$ cat config.mk
export PLATFORM = sky130hd
export DESIGN_NAME = mem_arbiter
export DESIGN_NICKNAME = d
export VERILOG_FILES = /design/src/rtl/mem_arbiter.sv
export SDC_FILE = /design/constraint.sdc
export NUM_CORES = 1
export LEC_CHECK = 0
export BUFFER_PORTS_ARGS = -buffer_cell sky130_fd_sc_hd__buf_2
export CORE_UTILIZATION = 42
export DETAILED_ROUTE_END_ITERATION = 10
export PLACE_DENSITY = 0.77
export RECOVER_POWER = 100
export SYNTH_ARGS = -nofsm -noshare
export SYNTH_HDL_FRONTEND = slang
export SYNTH_SLANG_ARGS = --single-unit
$ cat constraint.sdc
create_clock -name clk -period 1.8 [get_ports clk]
set_input_delay 0.36 -clock clk [delete_from_list [all_inputs] [get_ports clk]]
set_output_delay 0.36 -clock clk [all_outputs]
set_load 0.02 [all_outputs]
$ cat src/rtl/mem_arbiter.sv
// Arbitrates the shared multi-cycle memory between I-side and D-side miss handling.
// Define ARB_RR_EN for round-robin on simultaneous requests (default: D over I).
module mem_arbiter #(
  parameter int MEM_LAT   = 4,
  parameter int BLK_WORDS = 8,
  parameter int ADDR_W    = 16
) (
  input  logic                         clk,
  input  logic                         rst,
  input  logic                         i_req,
  input  logic [ADDR_W-1:0]            i_addr,
  input  logic                         d_req,
  input  logic                         d_wr,
  input  logic [ADDR_W-1:0]            d_addr,
  input  logic [15:0]                  d_wdata,
  output logic                         mem_en,
  output logic                         mem_wr,
  output logic [ADDR_W-1:0]            mem_addr,
  output logic [15:0]                  mem_wdata,
  input  logic [15:0]                  mem_rdata,
  input  logic                         mem_data_valid,
  output logic                         fill_we,
  output logic                         fill_sel,
  output logic [$clog2(BLK_WORDS)-1:0] fill_word,
  output logic [15:0]                  fill_data,
  output logic                         i_done,
  output logic                         d_done,
  output logic                         busy
);

  localparam int WB = $clog2(BLK_WORDS);
  localparam logic [ADDR_W-1:0] BLK_MASK = ~ADDR_W'(2*BLK_WORDS-1);
  localparam logic [ADDR_W-1:0] HW_MASK  = ~ADDR_W'(1);

  if (MEM_LAT < 1 || BLK_WORDS < 2) begin : g_bad_cfg
    $error("mem_arbiter: unsupported MEM_LAT/BLK_WORDS");
  end

  typedef enum logic [1:0] {IDLE, FILL, WRITE} state_t;

  state_t            state;
  logic              owner;
  logic [ADDR_W-1:0] base;
  logic [WB:0]       issue_cnt;
  logic [WB-1:0]     ret_cnt;
  logic              grant_d;
  logic              grant_i;
  logic              last_ret;
  logic [ADDR_W-1:0] a_sel;
`ifdef ARB_RR_EN
  logic              last_grant;
`endif

  always_comb begin
`ifdef ARB_RR_EN
    // last_grant: 1 = D-side won the previous grant
    grant_d = d_req && (!i_req || !last_grant);
`else
    grant_d = d_req;
`endif
    grant_i = i_req && !grant_d;
    a_sel   = grant_d ? d_addr : i_addr;
  end

  assign fill_we   = (state == FILL) && mem_data_valid;
  assign fill_sel  = fill_we && owner;
  assign fill_word = fill_we ? ret_cnt : '0;
  assign fill_data = fill_we ? mem_rdata : '0;
  assign last_ret  = fill_we && (ret_cnt == WB'(BLK_WORDS-1));
  assign i_done    = last_ret && !owner;
  assign d_done    = (last_ret && owner) || (state == WRITE);
  assign busy      = (state != IDLE);

  always_ff @(posedge clk) begin
    if (rst) begin
      state     <= IDLE;
      owner     <= 1'b0;
      base      <= '0;
      issue_cnt <= '0;
      ret_cnt   <= '0;
      mem_en    <= 1'b0;
      mem_wr    <= 1'b0;
      mem_addr  <= '0;
      mem_wdata <= '0;
`ifdef ARB_RR_EN
      last_grant <= 1'b0;
`endif
    end else begin
      unique case (state)
        IDLE: begin
          mem_en    <= 1'b0;
          mem_wr    <= 1'b0;
          mem_wdata <= '0;
          ret_cnt   <= '0;
          if (grant_d && d_wr) begin
            state     <= WRITE;
            mem_en    <= 1'b1;
            mem_wr    <= 1'b1;
            mem_addr  <= a_sel & HW_MASK;
            mem_wdata <= d_wdata;
          end else if (grant_d || grant_i) begin
            state     <= FILL;
            owner     <= grant_d;
            base      <= a_sel & BLK_MASK;
            mem_en    <= 1'b1;
            mem_addr  <= a_sel & BLK_MASK;
            issue_cnt <= (WB+1)'(1);
          end
`ifdef ARB_RR_EN
          if (grant_d || grant_i) last_grant <= grant_d;
`endif
        end
        FILL: begin
          // low address bits come from the counter, so no carry leaves the block
          if (issue_cnt != (WB+1)'(BLK_WORDS)) begin
            mem_addr  <= base | ADDR_W'({issue_cnt[WB-1:0], 1'b0});
            issue_cnt <= issue_cnt + 1'b1;
          end else begin
            mem_en <= 1'b0;
          end
          if (fill_we) ret_cnt <= ret_cnt + 1'b1;
          if (last_ret) begin
            state  <= IDLE;
            mem_en <= 1'b0;
          end
        end
        WRITE: begin
          state     <= IDLE;
          mem_en    <= 1'b0;
          mem_wr    <= 1'b0;
          mem_wdata <= '0;
        end
        default: state <= IDLE;
      endcase
    end
  end

endmodule

# Word level (Yosys, flattened, before mapping)
# Index checks and enable logic that the tools add are counted.
# word_totals
ff_bits,56
latchBits,0
ramBits,0
rom_bits,0
input_bits,70
out_inout_bits,58
word_cells,72
memories,0
# classes
addsub,2
n_mul,0
div,0
n_lt_le_gt_ge,0
n_eq_ne,11
shifts,0
mux,26
bitwise_logic,2
reduce_logical,22
# op_table
cell,n
2-to-1 mux 16 bit,6
case mux 16 bit (2 select lines),2
OR 16 x 4 -> 16 bit,1
2-to-1 mux 4 bit,3
"inequality test 2 bit, second input constant",4
case mux 4 bit (2 select lines),1
logical AND 1 bit,7
2-to-1 mux 2 bit,3
2-to-1 mux 3 bit,2
"inequality test 3 bit, second input constant",2
case mux 3 bit (2 select lines),1
AND reduction 2 bit,3
AND reduction 3 bit,2
nonzero test 2 bit,3
2-to-1 mux 1 bit,5
"adder 4 x 1 -> 4 bit, second input constant",1
"inequality test 4 bit, second input constant",1
case mux 2 bit (2 select lines),1
AND reduction 4 bit,1
"adder 3 x 1 -> 3 bit, second input constant",1
"== test 3 bit, second input constant",1
case mux 1 bit (3 select lines),1
nonzero test 3 bit,1
"== test 2 x 1 -> 1 bit, second input constant",1
7 further kinds,9

# Logic depth before layout (Yosys ltp)
# logic_depth
depth_word,6
ltp_mapped,8
mapped_depth_nobuf,6

# Worst setup path after synthesis
# Ideal clock, no wire load.
# synth_path
path_type,register to output
startpoint,register state[1]
endpoint,output i_done
t_arrival_ns,1.606
required_ns,1.440
slack_ns,-0.166
stages_incl_launch_ff,8
path_buffers,2
path_cell_list,dfxtp_1 -> inv_1 -> ha_1 -> buf_2 -> and2_1 -> clkbuf_1 -> nand2_1 -> nor2_1
# synth_via
elab_chain_cells,4
# synth_lines
item,line_no,text
"start, declared",41,state_t state;
"start signal, assigned",76,state <= IDLE;
"start signal, assigned",96,state <= WRITE;
"start signal, assigned",102,state <= FILL;
== test 2 x 1 -> 1 bit,65,assign fill_we = (state == FILL) && mem_data_valid;
logical AND 1 bit,65,
named net fill_we,22,"output logic fill_we,"
logical AND 1 bit,69,assign last_ret = fill_we && (ret_cnt == WB'(BLK_WORDS-1));
logical AND 1 bit,70,assign i_done = last_ret && !owner;
"end, declared",26,"output logic i_done,"
# The timed path passes the listed nets, and every way through them passes these cells.

# Worst setup path after layout
# layout_path
startpoint,register state[1]
endpoint,register mem_addr[13]
# layout_via
elab_chain_cells,3
elab_cells_between_ends,7
classes_between,eq/ne (3); mux (1); reduce/logical (3)
# layout_lines
item,line_no,text
== test 2 x 1 -> 1 bit / zero test 2 bit (equally long branches),89,unique case (state)
"inequality test 2 x 1 -> 1 bit (no line), or another cell as far along",-,
AND reduction 3 bit (no line),-,
"end signal, assigned",99,mem_addr <= a_sel & HW_MASK;
"end signal, assigned",106,mem_addr <= a_sel & BLK_MASK;
"end signal, assigned",116,"mem_addr <= base | ADDR_W'({issue_cnt[WB-1:0], 1'b0});"
"end, declared",18,"output logic [ADDR_W-1:0] mem_addr,"
# Several ways; a longest one is shown, not always the timed one.
# A chain may end at the register's enable or synchronous reset.

==> metrics <==
critical hold path startpoint=d_wdata[6]; Primary FF master, synth=dfxtp_1; VDD IR-drop max=440 µV; Worst-Skew Late Latency=310 ps; Distinct cells, synth=41; average wire per standard cell=13.5 µm; Routed WL=approximately 6700 µm; DP Wirelength=4540 µm; Fmax=0.551 GHz; final hold slack=302 ps; worst r2r path cells=9; gpl congestion=about 0.73; vias in the first global route=2,340; root buf cell=clkbuf_8; PnR Total Power=0.00308 W; Top Ports=approximately 130; Seq/Total Area, Yosys=0.414; RR Startpoint=state[1]; GRT overflow=0; H-tree depth=2; RSZ-0062 raised after global routing=yes; Post-synth EDFFs=0; area growth from synthesis to final layout=34.5%; initial antenna violation count=0; Crit Path Max Fanout=5; status=finished, violations left; # setup viols final=10; Num CTS Buffers=5; nets@finish=503; cell leakage power=1.72 nW; endpoint class of the critical path=flop; critical path arrival=2020 ps; Routed Antenna Nets=0; CTS tree=yes; final hold violation count=0; first-pass GRT wire length=10,400 µm; final setup margin=-16.0 ps; layout cells sized above 1=0.322; drt drc=0; cell count after synthesis=300; I/O Buffers=121; Tcrit/Tclk final=1.01; FFs w/ async S/R, synth=0; skew final=9.10 ps; startpoint types=flop; max_cap viols=0; Initial DRC Count=152; Fillers=556; worst path required time=2000 ps; Placeable Area=between 6000 and 7000 µm²; post-synthesis register bit count=55; hold path cells=3; Hold Path End=mem_wdata[6]; setup slack, reg-to-reg=-20 ps; placed cells=483; pwr/cell area=861 nW/µm²; Die Y=81.6 µm; failing checks=setup timing; CTS Sinks=55; final slew viol count=0; syn nets=378; Die X=81.6 µm; mean area per synthesized cell=8.86 µm²; total global-route track usage=0.199; Pre-antenna DRT Iters=4; synth warn=0; row count=28; DR vias=2,606; post-layout minimum cycle time=1820 ps; Max Buffers Root-to-Sink=2; clock slew seen by the registers of the worst setup and hold paths=100 ps; die area=6650 µm²; DR vias/cell=between 5 and 6; post-route insts no fill=501; Hold-fix buffers, CTS=0; ant diodes=0; crit path kind=reg2reg; largest net degree at the start of global routing=35; Initial Util=0.441; reg2reg end=mem_addr[13]; Synth Cell Area=2660 µm²; Hold Crit Class=in2reg
[what timing repair did]
action | CTS | global route
resized for setup | 6 | 11
cloned | 0 | 2
pin swaps | 0 | 7
hold endpoints to repair | 0 | 0
buffers inserted | 2 | 6
endpoints found under the setup margin | 37 | 53
[cells in the mapped netlist (2+ instances only)]
master    number  share of area
inv_1          7         0.0099
nand2b_1       3         0.0071
mux2i_1       26          0.098
a21oi_1        9          0.017
nor2_1        54          0.076
and3_1        20          0.047
clkbuf_1      10          0.014
nor2_2         2         0.0047
a211oi_1      15          0.042
buf_6          3          0.013
buf_2          3         0.0056
buf_4          4          0.011
a22oi_1       18          0.051
dfxtp_1       55           0.41
ha_1           8          0.038
nand3_1        5         0.0094
nand2_1       16          0.023
buf_1          4         0.0056
o21ai_0       16          0.030
[critical path: stages, from the launching register on]
cell and delay, ps:
dfxtp_2 370, inv_2 60, ha_4 170, buf_6 120, and4b_1 210, nor3_4 250
buf_12 160, clkbuf_16 150, mux2i_1 190, nor2_1 50
[cells in the final DEF (no fill, tap or decap), types with 2 or more instances in the layout]
cell type	netlist	routed
buf_4	4	15
a21oi_1	9	9
and3_1	20	20
clkbuf_8	0	5
ha_1	8	7
buf_12	0	3
buf_2	3	86
inv_1	7	5
nor2_1	54	52
a22oi_1	18	18
nand2b_1	3	3
nand3_1	5	5
dfxtp_2	0	2
nor2_2	2	3
a211oi_1	15	15
inv_2	0	2
o21ai_0	16	16
clkbuf_16	0	2
mux2i_1	26	25
nand2_1	16	16
clkbuf_1	10	34
buf_6	3	2
dfxtp_1	55	52
[state kept, by name, summed over array words and instances, names as in the netlist, 2 cells and up]
register,cells
mem_addr,15
base,12
issue_cnt,4
ret_cnt,3
state,2
mem_wdata,16
[through the flow]
stage               setup WS, ps  instance area, µm²  utilization  TNS, ps
finish                     -16.0                3580        0.593    -85.0
global route               -98.5                3580        0.593    -1690
CTS                        -39.0                3500        0.581    -39.0
detailed placement          -109                3350        0.556    -1400
global placement           -18.9                3350        0.556     -166
floorplan                   24.9                2660            -        0
[power breakdown]
| part | internal (W) | switching (W) | leakage (nW) |
|---|---|---|---|
| logic | 0.000384 | 0.000492 | 1.21 |
| registers | 0.00132 | 0.0000593 | 0.453 |
| clock network | 0.000421 | 0.000402 | 0.0558 |
[cell type report]
cell class	instances	area, µm²	area share
multi-input combinational	214	1430	0.400
tap	75	93.8	0.0262
clock buffer	6	72.6	0.0203
sequential	55	1110	0.310
clock inverter	2	38.8	0.0108
inverter	7	26.3	0.00735
timing repair buffer	142	807	0.226
[routing by layer]
metal	GRT usage	part of all wire	routed length, µm
met2	0.357	0.50	3380
met3	0.0367	0.038	258
met5	0	0	0
met4	0.0482	0.013	87
met1	0.244	0.45	3020
[cells by family (layout without fill, tap and decap cells)]
group                    after synthesis  in the layout  synth area share
adder cells (fa/ha/maj)                8              8            0.0376
other                                  1              1           0.00141
flip-flops                            55             55             0.414
AND/OR/NAND/NOR                      111            111             0.212
AO/OA/AOI/OAI                         68             68             0.178
buffers and inverters                 31            157            0.0593
multiplexers                          26             26            0.0979
[how the worst max path moves through the flow]
stage                   from       endpoint  slack [ps]  cells after the start
finish              state[1]   mem_addr[13]         -20                      9
global route        state[1]   mem_addr[14]        -100                      9
CTS                 state[1]         d_done         -40                      5
detailed placement  state[1]  mem_wdata[11]        -110                      7
global placement    state[0]  mem_wdata[10]         -20                      7
floorplan           state[1]         d_done          20                      6
Note: power is estimated with default switching activity, not from simulation.
